[config.mk]
export PLATFORM = sky130hd
export DESIGN_NAME = split_merge_flat
export DESIGN_NICKNAME = d
export VERILOG_FILES = /design/src/rtl/split_merge_if.sv /design/src/rtl/split_merge.sv /design/src/flat_wrapper.sv
export SDC_FILE = /design/constraint.sdc
export NUM_CORES = 1
export LEC_CHECK = 0
export CORE_ASPECT_RATIO = 1.1
export CORE_MARGIN = 2
export CORE_UTILIZATION = 46
export CTS_CLUSTER_SIZE = 12
export DETAILED_ROUTE_END_ITERATION = 10
export PLACE_DENSITY = 0.82
export SLEW_MARGIN = 15
export SYNTH_ARGS = -nofsm -noshare
export SYNTH_HDL_FRONTEND = slang
export SYNTH_SLANG_ARGS = --single-unit
[constraint.sdc]
create_clock -name clk -period 1.83 [get_ports clk]
set_input_delay 0.2745 -clock clk [delete_from_list [all_inputs] [get_ports clk]]
set_output_delay 0.2745 -clock clk [all_outputs]
set_load 0.005 [all_outputs]
[src/rtl/split_merge_if.sv]
// Handshake bundle for split_merge: fragment input channel plus packed-word output channel.
// SPLIT_MERGE_PARITY_EN adds the out_par signal to the bundle.
interface split_merge_if #(
    parameter int FRAG_W    = 6,
    parameter int NUM_FRAGS = 2,
    parameter int CNT_W     = $clog2(NUM_FRAGS + 1)
) ();
    // Both channels: a transfer happens on a rising edge where valid && ready;
    // a sender holds valid and payload until accepted, ready never waits on valid.
    logic                        in_valid;
    logic                        in_ready;
    logic [FRAG_W-1:0]           in_data;
    logic                        in_last;
    logic                        out_valid;
    logic                        out_ready;
    logic [FRAG_W*NUM_FRAGS-1:0] out_data;
    logic [CNT_W-1:0]            out_count;
`ifdef SPLIT_MERGE_PARITY_EN
    logic                        out_par;

    modport master (
        output in_valid, in_data, in_last, out_ready,
        input  in_ready, out_valid, out_data, out_count, out_par
    );

    modport slave (
        input  in_valid, in_data, in_last, out_ready,
        output in_ready, out_valid, out_data, out_count, out_par
    );
`else
    modport master (
        output in_valid, in_data, in_last, out_ready,
        input  in_ready, out_valid, out_data, out_count
    );

    modport slave (
        input  in_valid, in_data, in_last, out_ready,
        output in_ready, out_valid, out_data, out_count
    );
`endif
endinterface

[src/rtl/split_merge.sv]
// Packs FRAG_W-bit fragments (slot 0 first) into one wide word held in a single-entry buffer.
// Optional SPLIT_MERGE_PARITY_EN registers an XOR-reduction of the packed word as out_par.
module split_merge #(
    parameter int FRAG_W    = 6,
    parameter int NUM_FRAGS = 2,
    parameter int CNT_W     = $clog2(NUM_FRAGS + 1)
) (
    input  logic          clk,
    input  logic          rst_n,
    split_merge_if.slave  bus,
    output logic          dbg_state
);
    localparam int DW = FRAG_W * NUM_FRAGS;

    typedef enum logic {
        S_FILL = 1'b0,
        S_HOLD = 1'b1
    } state_e;

    state_e           state_q, state_d;
    logic [CNT_W-1:0] cnt_q, cnt_d;
    logic [CNT_W-1:0] out_count_q, out_count_d;
    logic [DW-1:0]    buf_q, buf_d;
    logic [DW-1:0]    buf_wr;
    logic             in_hs;
    logic             out_hs;
    logic             is_last;
`ifdef SPLIT_MERGE_PARITY_EN
    logic             par_q, par_d;
`endif

    assign bus.in_ready  = (state_q == S_FILL);
    assign bus.out_valid = (state_q == S_HOLD);
    assign bus.out_data  = buf_q;
    assign bus.out_count = out_count_q;
    assign dbg_state     = (state_q == S_HOLD);
`ifdef SPLIT_MERGE_PARITY_EN
    assign bus.out_par   = par_q;
`endif

    assign in_hs   = bus.in_valid && bus.in_ready;
    assign out_hs  = bus.out_valid && bus.out_ready;
    assign is_last = bus.in_last || (cnt_q == CNT_W'(NUM_FRAGS - 1));

    // Buffer image with the incoming fragment dropped into the slot the counter points at.
    always_comb begin
        buf_wr = buf_q;
        for (int k = 0; k < NUM_FRAGS; k++) begin
            if (cnt_q == CNT_W'(k)) begin
                buf_wr[k*FRAG_W +: FRAG_W] = bus.in_data;
            end
        end
    end

    always_comb begin
        state_d     = state_q;
        cnt_d       = cnt_q;
        out_count_d = out_count_q;
        buf_d       = buf_q;
`ifdef SPLIT_MERGE_PARITY_EN
        par_d       = par_q;
`endif
        case (state_q)
            S_FILL: begin
                if (in_hs) begin
                    buf_d = buf_wr;
                    if (is_last) begin
                        cnt_d       = '0;
                        out_count_d = cnt_q + CNT_W'(1);
                        state_d     = S_HOLD;
`ifdef SPLIT_MERGE_PARITY_EN
                        par_d       = ^buf_wr;
`endif
                    end else begin
                        cnt_d = cnt_q + CNT_W'(1);
                    end
                end
            end
            S_HOLD: begin
                // Clearing here gives zero padding for the next word that ends early.
                if (out_hs) begin
                    state_d     = S_FILL;
                    buf_d       = '0;
                    out_count_d = '0;
`ifdef SPLIT_MERGE_PARITY_EN
                    par_d       = 1'b0;
`endif
                end
            end
            default: begin
                state_d = S_FILL;
            end
        endcase
    end

    always_ff @(posedge clk or negedge rst_n) begin
        if (!rst_n) begin
            state_q     <= S_FILL;
            cnt_q       <= '0;
            out_count_q <= '0;
            buf_q       <= '0;
        end else begin
            state_q     <= state_d;
            cnt_q       <= cnt_d;
            out_count_q <= out_count_d;
            buf_q       <= buf_d;
        end
    end

`ifdef SPLIT_MERGE_PARITY_EN
    always_ff @(posedge clk or negedge rst_n) begin
        if (!rst_n) begin
            par_q <= 1'b0;
        end else begin
            par_q <= par_d;
        end
    end
`endif

    a_no_overlap: assert property (@(posedge clk) disable iff (!rst_n)
        !(bus.in_ready && bus.out_valid));

    a_cnt_range: assert property (@(posedge clk) disable iff (!rst_n)
        cnt_q < CNT_W'(NUM_FRAGS));

    a_count_range: assert property (@(posedge clk) disable iff (!rst_n)
        bus.out_valid |-> (out_count_q >= CNT_W'(1) && out_count_q <= CNT_W'(NUM_FRAGS)));

    a_hold_stable: assert property (@(posedge clk) disable iff (!rst_n)
        (bus.out_valid && !bus.out_ready) |=>
            (bus.out_valid && $stable(buf_q) && $stable(out_count_q)));

endmodule
[src/flat_wrapper.sv]
// flat-port wrapper written by rule: the top's interface ports become plain ports
module split_merge_flat 
#(
    parameter int FRAG_W    = 6,
    parameter int NUM_FRAGS = 2,
    parameter int CNT_W     = $clog2(NUM_FRAGS + 1)
)
  (clk, rst_n, dbg_state, bus_in_valid, bus_in_data, bus_in_last, bus_out_ready, bus_in_ready, bus_out_valid, bus_out_data, bus_out_count);
  split_merge_if #(.FRAG_W(FRAG_W), .NUM_FRAGS(NUM_FRAGS), .CNT_W(CNT_W)) bus_i ();
  input  logic clk;
  input  logic rst_n;
  output logic dbg_state;
  input wire logic [$bits(bus_i.in_valid)-1:0] bus_in_valid;
  input wire logic [$bits(bus_i.in_data)-1:0] bus_in_data;
  input wire logic [$bits(bus_i.in_last)-1:0] bus_in_last;
  input wire logic [$bits(bus_i.out_ready)-1:0] bus_out_ready;
  output wire logic [$bits(bus_i.in_ready)-1:0] bus_in_ready;
  output wire logic [$bits(bus_i.out_valid)-1:0] bus_out_valid;
  output wire logic [$bits(bus_i.out_data)-1:0] bus_out_data;
  output wire logic [$bits(bus_i.out_count)-1:0] bus_out_count;
  assign bus_i.in_valid = bus_in_valid;
  assign bus_i.in_data = bus_in_data;
  assign bus_i.in_last = bus_in_last;
  assign bus_i.out_ready = bus_out_ready;
  assign bus_in_ready = bus_i.in_ready;
  assign bus_out_valid = bus_i.out_valid;
  assign bus_out_data = bus_i.out_data;
  assign bus_out_count = bus_i.out_count;
  split_merge #(.FRAG_W(FRAG_W), .NUM_FRAGS(NUM_FRAGS), .CNT_W(CNT_W)) u_core (.clk(clk), .rst_n(rst_n), .bus(bus_i), .dbg_state(dbg_state));
endmodule
==> results of run 1 <==
==> power groups by stage <==
stage               clock network, mW  logic (mW)  registers (mW)
floorplan                           0       0.335           0.601
global placement                    0       0.660           0.598
detailed placement                  0       0.675           0.600
CTS                             0.198       0.678           0.594
global route                    0.219       0.749           0.611
finish                          0.193       0.671           0.592
==> worst register-to-register path, cell delays in order (launching register included) <==
cell      delay, ns
dfrtp_1        0.37
inv_1          0.09
ha_1           0.34
nand3b_1       0.27
nand3_1        0.16
nand2_1        0.06
==> Yosys cell counts (all sizes together) <==
cell | number | share of area
dfrtp | 17 | 0.55
nand3 | 13 | 0.085
nand2 | 11 | 0.057
a31o | 6 | 0.068
and3 | 6 | 0.049
buf | 5 | 0.052
inv | 4 | 0.020
o21ai | 3 | 0.024
ha | 2 | 0.033
mux2i | 2 | 0.026
nand3b | 1 | 0.0098
nor2 | 1 | 0.0049
nor2b | 1 | 0.011
o22ai | 1 | 0.0081
==> per-stage QoR <==
| stage | cells | hold WS, ns | setup slack [ns] | util | power [mW] |
|---|---|---|---|---|---|
| 2_1_floorplan | 73 | -0.0211 | 0.668 | - | 0.936 |
| 3_3_place_gp | 115 | 0.485 | 0.322 | 0.662 | 1.26 |
| 3_5_place_dp | 115 | 0.484 | 0.305 | 0.662 | 1.28 |
| 4_1_cts | 119 | 0.311 | 0.231 | 0.679 | 1.47 |
| 5_1_grt | 119 | 0.306 | 0.177 | 0.679 | 1.58 |
| 6_report | 119 | 0.304 | 0.246 | 0.679 | 1.46 |
==> cell families (layout without fill, tap and decap cells) <==
group / Yosys count / count (layout) / share of synthesized area
and+or+nand+nor: 33 / 33 / 0.216
DFF: 17 / 17 / 0.553
AOI/OAI and AO/OA: 10 / 10 / 0.101
buffers and inverters: 9 / 38 / 0.0715
adders and majority gates: 2 / 2 / 0.0325
muxes: 2 / 2 / 0.0260
==> flip-flops by register name, indices dropped and copies added, names as in the netlist <==
signal                flops
u_core.bus.out_count      2
u_core.bus.out_data      12
u_core.bus.out_valid      1
u_core.cnt_q              2
==> cell type report <==
cell class,count,area [um^2],area share
inverters,4,15.0,0.0140
flip-flops and latches,17,425,0.398
repair buffers,30,293,0.274
clock buffers,4,26.3,0.0246
well taps,17,21.3,0.0199
multi-input cells,47,289,0.270
==> path summary, 6_finish.rpt <==
kind	from	endpoint	slack [ns]	depth (start not counted)
max	u_core.bus.out_valid	bus_in_ready	0.25	2
min	rst_n	u_core.bus.out_data[8]	0.30	2
max reg2reg	u_core.cnt_q[1]	u_core.bus.out_data[10]	0.43	5
min reg2reg	u_core.bus.out_data[8]	u_core.bus.out_data[8]	0.51	2
max in group asynchronous	rst_n	u_core.bus.out_data[3]	1.34	2
min in group clk	u_core.bus.out_data[8]	u_core.bus.out_data[8]	0.51	2
==> layer usage <==
layer / track usage / vias to the layer above
met5: 0 / -
met4: 0.0727 / 0
met3: 0.0308 / 2
met2: 0.306 / 27
met1: 0.231 / 303
li1: - / 312
==> results.json, run 1 <==
{
  "start_util": 0.488,
  "fill_cells": 140,
  "yosysSeqAreaShare": 0.553,
  "drive_above_1_share": 0.0882,
  "area_growth_pct": 39.0,
  "cts_root_buf": "clkbuf_4",
  "critPathMaxFanout": 6,
  "fmax_mhz": 631,
  "io_buffers": 27,
  "crit_path_end_kind": "output pin",
  "p_int_uw": 986,
  "die_w_um": 43.0,
  "m1WireLength_um": 685,
  "hp-class": "input pin to asynchronous set/reset pin",
  "tritoncts": "built",
  "pwr-share-seq": 0.407,
  "worstSetupPathType": "flip-flop to output pin",
  "crit_family": "buffers and inverters",
  "first_global_vias": 611,
  "grt_pass1_wl_um": 2650,
  "final_common_cell": "clkdlybuf4s50_1",
  "finalSetupTns_ns": 0,
  "clk_latency_ns": 0.28,
  "cp-start-kind": "flip-flop",
  "grt_overflow": 0,
  "ant_nets": 0,
  "p_switching_uw": 470,
  "cts_setup_buffers": 0,
  "slew_viol_final": 0,
  "numClockSinks": 17,
  "placed_cell_area_um2": 1040,
  "n_antenna_cell": 0,
  "finalNetCount": 116,
  "drc": 0,
  "gp_congestion": 0.706,
  "ios": 28,
  "min_period_ns": 1.58,
  "final_cell_mix": "clkdlybuf4s50_1 (27), dfrtp_1 (17), nand3_1 (13)",
  "critPathMaxStageDelay_ns": 0.49,
  "avgSynthCellArea_um2": 10.5,
  "synth_cells": 73,
  "placementRows": 15,
  "cts.path.max_buffers": 2,
  "dpl.hpwl_um": 1230,
  "yosysUniqueCellTypes": 18,
  "arrival_ns": 1.31,
  "max-vdd-ir-drop_mv": 0.782,
  "met2WireLength_um": 757,
  "slowest_stage": "clkdlybuf4s50_1",
  "syn-num-nets": 86,
  "worst_slew_pin_slew_ns": 0.432,
  "period_share": 0.866,
  "postCtsHoldBufs": 0,
  "syn_area_um2": 769,
  "wl_per_cell_um": 13.2,
  "top_layer": "met4",
  "grt_max_degree": 18,
  "p_clk_frac": 0.133,
  "crit_required_ns": 1.56,
  "p_sw_frac": 0.323,
  "status": "finished, final reports clean",
  "stdcell_area_um2": 1070,
  "htree_levels": 1,
  "finalSetupViolCount": 0,
  "drt_wl_total_um": 1570,
  "numCtsBuffers": 3,
  "clk_pin_slew_worst_paths_ns": 0.09,
  "fp.coreArea_um2": 1580,
  "ys_warn_count": 0,
  "slew-limit-headroom": 0.712,
  "antenna_found_initial": 0,
  "p_leak_nw": 0.517,
  "fp.dieH_um": 46.9,
  "finalHoldViolCount": 0,
  "timing.critical_path.buf_inv": 2,
  "fin_worst_skew_ns": 0.00257,
  "dieArea_um2": 2020,
  "combinationalPowerShare": 0.461,
  "vias": 644,
  "rsz0062_at_grt": "false",
  "powerDensity_nw_per_um2": 1360,
  "cts_resized": 0,
  "path_cells": "inv_1 > clkdlybuf4s50_1",
  "grtUsageTotal": 0.179,
  "via_per_inst": 5.41,
  "ys_ff_latch": 17,
  "cap_violations": 0,
  "drt_iter0_drc": 3,
  "wl_met3_um": 111,
  "dr.pass1.iters": 4
}
(Power assumes the default switching activity.)
==> run 2, diff against run 1 <==
--- a/config.mk
+++ b/config.mk
@@ -10,6 +10,7 @@
 export CORE_UTILIZATION = 46
 export CTS_CLUSTER_SIZE = 12
 export DETAILED_ROUTE_END_ITERATION = 10
+export GPL_TIMING_DRIVEN = 0
 export PLACE_DENSITY = 0.82
 export SLEW_MARGIN = 15
 export SYNTH_ARGS = -nofsm -noshare
==> results.json, run 2 (synthesized netlist as in run 1, its figures left out) <==
{
  "fmax_mhz": 606,
  "fp.dieH_um": 46.9,
  "critPathMaxFanout": 6,
  "arrival_ns": 1.37,
  "cts_setup_buffers": 0,
  "critPathMaxStageDelay_ns": 0.49,
  "clk_pin_slew_worst_paths_ns": 0.10,
  "crit_path_end_kind": "output pin",
  "drive_above_1_share": 0.106,
  "cap_violations": 0,
  "period_share": 0.901,
  "start_util": 0.488,
  "status": "finished, final reports clean",
  "tritoncts": "built",
  "rsz0062_at_grt": "false",
  "antenna_found_initial": 0,
  "grt_max_degree": 18,
  "clk_latency_ns": 0.29,
  "crit_required_ns": 1.56,
  "timing.critical_path.buf_inv": 2,
  "finalHoldViolCount": 0,
  "final_common_cell": "clkdlybuf4s50_1",
  "setup_ws_ns": 0.181,
  "final_cells": 121,
  "die_w_um": 43.0,
  "final_cell_mix": "clkdlybuf4s50_1 (27), dfrtp_1 (17), nand3_1 (13)",
  "grt_overflow": 0,
  "grt_pass1_wl_um": 2720,
  "numClockSinks": 17,
  "dp_cells": 117,
  "path_cells": "buf_4 > clkdlybuf4s50_1",
  "cts_root_buf": "clkbuf_4",
  "worst_slew_pin_slew_ns": 0.739,
  "min_period_ns": 1.65,
  "numCtsBuffers": 3,
  "ant_nets": 0,
  "p_leak_nw": 0.527,
  "htree_levels": 1,
  "drt_iter0_drc": 11,
  "total_power_mw": 1.49,
  "placementRows": 15,
  "drt_wl_total_um": 1650,
  "powerDensity_nw_per_um2": 1370,
  "fp.coreArea_um2": 1580,
  "dp_slack_ns": 0.331,
  "slowest_stage": "clkdlybuf4s50_1",
  "gp_congestion": 0.751,
  "vias": 650,
  "ios": 28,
  "finalSetupViolCount": 0,
  "cp-start-kind": "flip-flop",
  "slew-limit-headroom": 0.506,
  "grtUsageTotal": 0.191,
  "postCtsHoldBufs": 0,
  "fin_worst_skew_ns": 0.00102,
  "finalSetupTns_ns": 0,
  "worstSetupPathType": "flip-flop to output pin",
  "cts_resized": 0,
  "dieArea_um2": 2020,
  "area_growth_pct": 41.3,
  "slew_viol_final": 0,
  "hp-class": "input pin to asynchronous set/reset pin",
  "via_per_inst": 5.37,
  "crit_family": "buffers and inverters",
  "n_antenna_cell": 0,
  "cts.path.max_buffers": 2,
  "largest_reg_flops": 12,
  "max-vdd-ir-drop_mv": 0.924,
  "dr.pass1.iters": 4,
  "first_global_vias": 630,
  "dpl.hpwl_um": 1260,
  "wl_per_cell_um": 13.7,
  "finalNetCount": 118,
  "drc": 0,
  "io_buffers": 27,
  "holdWs_ns": 0.416
}
-- run 2: cell types whose count changed in the layout (fill, tap and decap cells not counted), sizes merged --
cell | previous run | this run
buf | 3 | 5
-- run 2: final timing paths --
check,from,end,depth (start not counted),slack (ns)
max,u_core.bus.out_valid,dbg_state,2,0.18
min,rst_n,u_core.bus.out_data[4],1,0.42
max reg2reg,u_core.cnt_q[1],u_core.bus.out_data[7],6,0.47
min reg2reg,u_core.cnt_q[0],u_core.bus.out_count[0],1,0.50
max in group asynchronous,rst_n,u_core.cnt_q[1],1,0.95
min in group clk,u_core.cnt_q[0],u_core.bus.out_count[0],1,0.50
-- run 2: cell type report --
type / count / area (um^2)
plain buffers: 5 / 40.0
clock buffers: 4 / 26.3
fillers: 134 / 489
inverters: 4 / 15.0
multi-input cells: 47 / 289
flip-flops and latches: 17 / 425
well taps: 17 / 21.3
repair buffers: 27 / 270
-- run 2: power breakdown --
group	total [mW]	internal [mW]	switching, mW
Sequential	0.591	0.512	0.0792
Clock	0.200	0.0848	0.116
Combinational	0.701	0.407	0.294
-- run 2: worst register-to-register path, stage by stage, from the launching register on --
cell	delay (ns)
dfrtp_1	0.37
inv_1	0.10
ha_1	0.15
buf_2	0.19
nand3b_1	0.23
nand3_1	0.17
nand2_1	0.06
-- run 2: layer usage --
| layer | share of wire | track usage | up-vias |
|---|---|---|---|
| li1 | - | - | 315 |
| met1 | 0.46 | 0.243 | 309 |
| met2 | 0.46 | 0.288 | 22 |
| met3 | 0.058 | 0.0423 | 4 |
| met4 | 0.018 | 0.145 | 0 |
| met5 | 0 | 0 | - |
-- run 2: stage by stage --
step / util / instance area (um^2)
final: 0.690 / 1090
after floorplan: - / 769
after global placement: 0.673 / 1060
after CTS: 0.690 / 1090
after global routing: 0.690 / 1090
after detailed placement: 0.673 / 1060
